<file path="config.mk">
export PLATFORM = sky130hd
export DESIGN_NAME = bw_mult_seq
export DESIGN_NICKNAME = d
export VERILOG_FILES = /design/src/rtl/bw_mult_pkg.sv /design/src/rtl/bw_pp_row.sv /design/src/rtl/bw_mult_seq.sv
export SDC_FILE = /design/constraint.sdc
export NUM_CORES = 1
export LEC_CHECK = 0
export ABC_AREA = 0
export CAP_MARGIN = 20
export CORE_MARGIN = 4
export CORE_UTILIZATION = 44
export DETAILED_ROUTE_END_ITERATION = 8
export GPL_ROUTABILITY_DRIVEN = 0
export PLACE_DENSITY = 0.66
export SYNTH_ARGS = -nofsm -noshare
export SYNTH_HDL_FRONTEND = slang
export SYNTH_SLANG_ARGS = --single-unit
</file>
<file path="constraint.sdc">
create_clock -name clk -period 5 [get_ports clk]
set_input_delay 1.5 -clock clk [delete_from_list [all_inputs] [get_ports clk]]
set_output_delay 1.5 -clock clk [all_outputs]
set_load 0.02 [all_outputs]
</file>
<file path="src/rtl/bw_mult_pkg.sv">
// Shared types and helpers for the sequential Baugh-Wooley multiplier.
package bw_mult_pkg;

    // Widest operand the multiplier supports; sizes the constant-term helper.
    localparam int unsigned MaxWidth = 32;

    typedef enum logic [1:0] {
        StIdle,
        StRun,
        StDone
    } state_e;

    // Baugh-Wooley correction constant: in signed mode a 1 at weight WIDTH
    // and a 1 at weight 2*WIDTH-1 fold the sign-bit complements back in.
    // Returned at full MaxWidth span; callers keep the low 2*width bits.
    function automatic logic [2*MaxWidth-1:0] const_term(input int unsigned width,
                                                         input logic sgn);
        logic [2*MaxWidth-1:0] term;
        term = '0;
        if (sgn) begin
            term[width]         = 1'b1;
            term[2*width - 1]   = 1'b1;
        end
        return term;
    endfunction

endpackage

</file>
<file path="src/rtl/bw_pp_row.sv">
// One Baugh-Wooley partial-product row, unshifted. The parent places it at
// weight i by shifting with the row index.
module bw_pp_row #(
    parameter int unsigned WIDTH = 8
) (
    input  logic [WIDTH-1:0] a_i,
    input  logic             b_bit_i,
    input  logic             sgn_i,
    input  logic             last_i,
    output logic [WIDTH-1:0] row_o
);

    // Plain AND row, then complement the sign-related terms in signed mode:
    // only the top bit on ordinary rows, every bit except the top on the last.
    always_comb begin
        row_o = a_i & {WIDTH{b_bit_i}};
        if (sgn_i) begin
            if (last_i) begin
                row_o[WIDTH-2:0] = ~row_o[WIDTH-2:0];
            end else begin
                row_o[WIDTH-1] = ~row_o[WIDTH-1];
            end
        end
    end

endmodule

</file>
<file path="src/rtl/bw_mult_seq.sv">
// Sequential Baugh-Wooley multiplier: one partial-product row per cycle into a
// 2*WIDTH-bit accumulator, with valid/ready handshakes on both sides.
module bw_mult_seq
    import bw_mult_pkg::*;
#(
    parameter int unsigned WIDTH = 8
) (
    input  logic                 clk,
    input  logic                 rst,
    input  logic                 in_valid,
    output logic                 in_ready,
    input  logic                 sgn,
    input  logic [WIDTH-1:0]     a,
    input  logic [WIDTH-1:0]     b,
    output logic                 out_valid,
    input  logic                 out_ready,
    output logic [2*WIDTH-1:0]   p
);

    localparam int unsigned PW   = 2 * WIDTH;
    localparam int unsigned CntW = $clog2(WIDTH);

    state_e            state_q, state_d;
    logic [CntW-1:0]   cnt_q, cnt_d;
    logic [WIDTH-1:0]  a_q, a_d;
    logic [WIDTH-1:0]  b_q, b_d;
    logic              sgn_q, sgn_d;
    logic [PW-1:0]     acc_q, acc_d;

    logic                   last_row;
    logic                   b_bit;
    logic [WIDTH-1:0]       row;
    logic [PW-1:0]          row_shifted;
    logic [PW-1:0]          acc_sum;
    logic [2*MaxWidth-1:0]  const_wide;
    logic                   unused_const_hi;

    assign last_row = (cnt_q == CntW'(WIDTH - 1));
    assign b_bit    = b_q[cnt_q];

    bw_pp_row #(
        .WIDTH (WIDTH)
    ) u_row (
        .a_i     (a_q),
        .b_bit_i (b_bit),
        .sgn_i   (sgn_q),
        .last_i  (last_row),
        .row_o   (row)
    );

    // Place the row at weight cnt_q and add; wraps modulo 2^(2*WIDTH).
    always_comb begin
        row_shifted = {{WIDTH{1'b0}}, row} << cnt_q;
        acc_sum     = acc_q + row_shifted;
    end

    // Constant term for the incoming operation, taken from the live sgn input.
    assign const_wide      = const_term(WIDTH, sgn);
    assign unused_const_hi = ^(const_wide >> PW);

    // Next-state, datapath loads and handshake outputs.
    always_comb begin
        state_d   = state_q;
        cnt_d     = cnt_q;
        a_d       = a_q;
        b_d       = b_q;
        sgn_d     = sgn_q;
        acc_d     = acc_q;
        in_ready  = 1'b0;
        out_valid = 1'b0;

        unique case (state_q)
            StIdle: begin
                in_ready = 1'b1;
                if (in_valid) begin
                    a_d     = a;
                    b_d     = b;
                    sgn_d   = sgn;
                    acc_d   = const_wide[PW-1:0];
                    cnt_d   = '0;
                    state_d = StRun;
                end
            end
            StRun: begin
                acc_d = acc_sum;
                if (last_row) begin
                    cnt_d   = '0;
                    state_d = StDone;
                end else begin
                    cnt_d = cnt_q + CntW'(1);
                end
            end
            StDone: begin
                out_valid = 1'b1;
                // Result leaves and a new operation may enter on the same edge.
                in_ready  = out_ready;
                if (out_ready) begin
                    if (in_valid) begin
                        a_d     = a;
                        b_d     = b;
                        sgn_d   = sgn;
                        acc_d   = const_wide[PW-1:0];
                        cnt_d   = '0;
                        state_d = StRun;
                    end else begin
                        state_d = StIdle;
                    end
                end
            end
            default: begin
                state_d = StIdle;
            end
        endcase
    end

    // State and datapath registers; synchronous reset discards any operation.
    always_ff @(posedge clk) begin
        if (rst) begin
            state_q <= StIdle;
            cnt_q   <= '0;
            a_q     <= '0;
            b_q     <= '0;
            sgn_q   <= 1'b0;
            acc_q   <= '0;
        end else begin
            state_q <= state_d;
            cnt_q   <= cnt_d;
            a_q     <= a_d;
            b_q     <= b_d;
            sgn_q   <= sgn_d;
            acc_q   <= acc_d;
        end
    end

    assign p = acc_q;

endmodule
</file>
# Word-level counts from Yosys, hierarchy flattened
# Cells that the tools add are included.
[op_classes] addsub=2 order_cmp=1 n_eq_ne=6 n_shift=1 muxes=29 n_bitwise=3 n_reduce_logical=6
[ops] cell="$pmux 16 s3" count=1
[ops] cell="$mux 8" count=5
[ops] cell="$mux 16" count=2
[ops] cell="$pmux 8 s2" count=2
[ops] cell="$add 16x16->16" count=1
[ops] cell="$shl 8x3->16" count=1
[ops] cell="$mux 3" count=3
[ops] cell="$pmux 3 s3" count=1
[ops] cell="$and 8x8->8" count=1
[ops] cell="$mux 1" count=7
[ops] cell="$mux 7" count=1
[ops] cell="$not 7->7" count=1
[ops] cell="$mux 2" count=3
[ops] cell="$ne 2x2->1 const B" count=3
[ops] cell="$pmux 2 s3" count=1
[ops] cell="$lt 3x4->1 const B" count=1
[ops] cell="$pmux 1 s2" count=2
[ops] cell="$reduce_and 2->1" count=2
[ops] cell="$add 3x1->3 const B" count=1
[ops] cell="$bmux 1 s3" count=1
[ops] cell="$eq 3x3->1 const B" count=1
[ops] cell="$reduce_and 3->1" count=1
[ops] cell="$reduce_bool 3->1" count=1
[ops] cell="$eq 2x1->1 const B" count=1
[ops] cell="other kinds (4)" count=4
[word_totals] register_bits=38 inputBits=21 output_inout_bits=18 wordCells=54

# Longest topological paths before layout
[depth] ltp_word=9 depth_mapped=17

# Cells and area by module
# From an unflattened synthesis, not the netlist that was laid out.
[unflattened] cells_unflattened=349 area_unflattened_um2=2686.3
[modules_own_cells] mod="bw_mult_seq" instances=1 cells_per_inst=330 area_per_inst_um2=2558.7 seq_area_each_um2=760.7
[modules_own_cells] mod="bw_pp_row" instances=1 cells_per_inst=19 area_per_inst_um2=127.6 seq_area_each_um2=0.0

# Worst setup path before layout
# Ideal clock, no wire load.
[synth_timing] kind="register to register" startpoint="register cnt_q[0]" endpoint="register acc_q[13] (netlist: p[13])" arrival_time_ps=3565 path_slack_ps=1313 path_stages_with_launch=15 path_buffers=1 synth_period_minus_slack_ps=3687 cell_sequence="dfxtp_1 -> buf_6 -> mux4_2 -> mux2_4 -> a41o_1 -> a22oi_2 -> o21ai_1 -> o21ai_2 -> ha_1 -> and2_1 -> or2_1 -> a211oi_1 -> a21oi_1 -> a31o_1 -> a221o_1"
[synth_between] elab_chain_cells=9
[synth_rtl] item="start: declaration" line="bw_mult_seq.sv:24" source="logic [CntW-1:0] cnt_q, cnt_d;"
[synth_rtl] item="start signal: assignment" line="bw_mult_seq.sv:127" source="cnt_q <= cnt_d;"
[synth_rtl] item="$bmux 1 s3" line="bw_mult_seq.sv:39" source="assign b_bit = b_q[cnt_q];"
[synth_rtl] item="$mux 1 (implied by the code)" line="bw_mult_seq.sv:39"
[synth_rtl] item="$and 8x8->8" line="bw_pp_row.sv:16" source="row_o = a_i & {WIDTH{b_bit_i}};"
[synth_rtl] item="$not 7->7 / $not 1->1 (equally long branches)" line="bw_pp_row.sv:19, bw_pp_row.sv:21"
[synth_rtl] item="$mux 7 / $mux 1 (equally long branches)" line="bw_pp_row.sv:18" source="if (last_i) begin"
[synth_rtl] item="$mux 8" line="bw_pp_row.sv:17" source="if (sgn_i) begin"
[synth_rtl] item="$shl 8x3->16 *" line="bw_mult_seq.sv:53" source="row_shifted = {{WIDTH{1'b0}}, row} << cnt_q;"
[synth_rtl] item="$add 16x16->16 *" line="bw_mult_seq.sv:54" source="acc_sum = acc_q + row_shifted;"
[synth_rtl] item="$pmux 16 s3 *" line="bw_mult_seq.sv:72" source="unique case (state_q)"
[synth_rtl] item="end signal: assignment" line="bw_mult_seq.sv:124" source="acc_q <= '0;"
[synth_rtl] item="end signal: assignment" line="bw_mult_seq.sv:131" source="acc_q <= acc_d;"
[synth_rtl] item="end: declaration" line="bw_mult_seq.sv:28" source="logic [PW-1:0] acc_q, acc_d;"
# Mark *: on every way between the ends. The rest lies on a longest branch, timed or not. The select of a mux whose other input is x is not followed.
# A chain may end at the register's enable or synchronous reset.

# Worst setup path in the final report
[layout_timing] startpoint="input out_ready" endpoint="output in_ready"
[layout_between] elab_chain_cells=1
[layout_rtl] item="start: declaration" line="bw_mult_seq.sv:16" source="input logic out_ready,"
[layout_rtl] item="$pmux 1 s2" line="bw_mult_seq.sv:72"
[layout_rtl] item="end: declaration" line="bw_mult_seq.sv:11" source="output logic in_ready,"
# Every way passes these cells.

==> reports/results.txt <==
vias in the first global route: 2,446
Post-synth top cells: 59 x nand2_1, 46 x a21oi_1, 38 x dfxtp_1
number of synthesized register bits: 38
VDD IR max: 0.1373 mV
critical path data required time: 3.50 ns
Syn Inst Count: 361
Max Root-Sink Buffers: 2
max_slew headroom: 0.4341
H-tree depth: 2
IO buf count: 38
Rows: 28
maximum number of pins on one net before global-route repair: 29
core area: 6026 µm²
cts hold-fix bufs: 0
Startpoint Class: primary input
Area Growth Syn to Fin: 20.46%
max-cap violations: 0
layout cell share with drive strength beyond 1: 0.06888
CTS Sinks: 38
first-pass GRT wire length: 11.65 mm
WL/cell: 15.04 µm
outcome: complete, no violations
Yosys warnings: 0
Worst Skew: 0.008699 ns
Final setup viols: 0
dominant cells by area after synthesis: dfxtp_1 27%, a21oi_1 8.2%, ha_1 8.1%
dominant cell type by area after synthesis: dfxtp_1
WP data arrival: 2.78 ns
Reg area: 760.7 µm²
num ports: 39
postcts setup bufs: 0
CTS tree: yes
layout filler cell count: 599
worst slew pin tran: 0.8471 ns
worst skew pair latency: 0.30 ns
CP max FO: 3
post-route minimum period: 4.276 ns
Final nets: 431
Post-synth EDFFs: 0
RSZ-0062 raised after global routing: false
height of the chip: 87.71 µm
clk root buf: clkbuf_8
final non-filler cell total: 467
fmax: 233.9 MHz
GR Overflow Total: 0
Post-Synthesis Cell Area: 2795 µm²
dominant synthesized flop cell: dfxtp_1
hpwl dp: 5.202 mm
starting density of the core: 0.4639
Die ar.: 7692 µm²
final WL: 7.026 mm
asr flop ratio synth: 0
Inst Count DP: 459
Post-CTS Resized: 0
ANT cells: 0
most frequent cell after synthesis: nand2_1
DRT iter0 DRCs: 161
syn_area_per_cell: 7.743 µm²
Synth cell types: 64
count of final hold-check violations: 0
total CTS buffers: 5
antenna-violating nets left: 0
Slew Viols, Final: 0
DRC violations left: 0
Tcrit/Tclk final: 0.8552
CP Capture Type: output pin
die width: 87.71 µm
setup_tns: 0 ns
drt first pass iters: 4
Pwr Density: 233.6 nW/µm²
Worst Hold Class: flop to flop
Vias: 2,689
P_leak: 1.284 nW
CTS clk-pin slew, worst paths: 0.09 ns
GR Util All Layers: 0.1878
syn_nets: 401
antenna violations before repair: 0
post-synthesis sequential area ratio: 0.2722
share of the synthesized area in the top cell type: 0.2722
DR vias/cell: 5.758
crit path kind: primary input to output pin
Multi-input gate area: 1901 µm²
path summary, 6_finish.rpt:
kind | slack (ns) | from | endpoint | cells after the start
max | 0.72 | out_ready | in_ready | 4
min | 0.46 | b_q[2] | b_q[2] | 2
max reg2reg | 0.89 | cnt_q[2] | p[15] | 13
min reg2reg | 0.46 | b_q[2] | b_q[2] | 2
power breakdown:
group          internal, mW  switching (mW)  total (mW)
clock network         0.200           0.124       0.324
registers             0.315          0.0130       0.328
logic                0.0597          0.0741       0.134
flip-flops by register name, summed over array words and instances, names as in the netlist:
register / cells
sgn_q: 1
a_q: 8
state_q: 2
b_q: 8
cnt_q: 3
p: 16
critical path, cell delays in order:
cell and delay [ns]:
clkdlybuf4s50_1 0.50, nor2b_1 0.08, nor2_1 0.09, clkdlybuf4s50_1 0.61
layer usage:
layer / vias up / GRT usage / share of wire
met4: 0 / 0.04324 / 0.011
li1: 1365 / - / -
met5: - / 0 / 0
met1: 1249 / 0.2627 / 0.49
met3: 8 / 0.03198 / 0.039
met2: 67 / 0.3021 / 0.46
cell families (layout without fill, tap and decap cells):
family,after synthesis,count (layout),synth area share
AO/OA/AOI/OAI,99,99,0.2319
AND/OR/NAND/NOR,145,145,0.2431
multiplexers,15,15,0.07968
adder cells (fa/ha/maj),19,19,0.08774
buffers and inverters,33,64,0.04790
flip-flops,38,38,0.2722
XOR/XNOR,12,12,0.03760
through the flow:
| step | hold WS (ns) | cell area [µm²] | worst slack, ns | util | total power, mW |
|---|---|---|---|---|---|
| 6_report | 0.4561 | 3367 | 0.7238 | 0.5588 | 0.7865 |
| 5_1_grt | 0.4757 | 3367 | 0.5625 | 0.5588 | 0.8234 |
| 4_1_cts | 0.4620 | 3367 | 0.7226 | 0.5588 | 0.7928 |
| 3_5_place_dp | 0.4496 | 3229 | 0.7363 | 0.5359 | 0.4684 |
| 3_3_place_gp | 0.4439 | 3229 | 0.7482 | 0.5359 | 0.4662 |
| 2_1_floorplan | 0.4315 | 2795 | 1.313 | - | 0.4209 |
layout by cell type (no fill, tap or decap), types with 6 or more instances in the layout:
cell type | netlist | layout
nor3_1 | 12 | 12
ha_1 | 18 | 18
xnor2_1 | 6 | 6
nor2b_1 | 8 | 8
a21oi_1 | 46 | 46
inv_1 | 9 | 9
nand2_1 | 59 | 59
o21ai_0 | 6 | 6
nor2_1 | 26 | 26
buf_4 | 0 | 7
dfxtp_1 | 38 | 38
xor2_1 | 6 | 6
mux2i_1 | 8 | 8
clkdlybuf4s50_1 | 0 | 38
nand3_1 | 12 | 12
layout make-up:
cell class	instances	area share
multi-input cells	290	0.5645
flip-flops and latches	38	0.2259
repair buffers	45	0.1286
well taps	75	0.02787
clock buffers	5	0.02044
clock inverters	3	0.02044
inverters	11	0.01226
No activity file was read; power rests on OpenSTA's default activity.
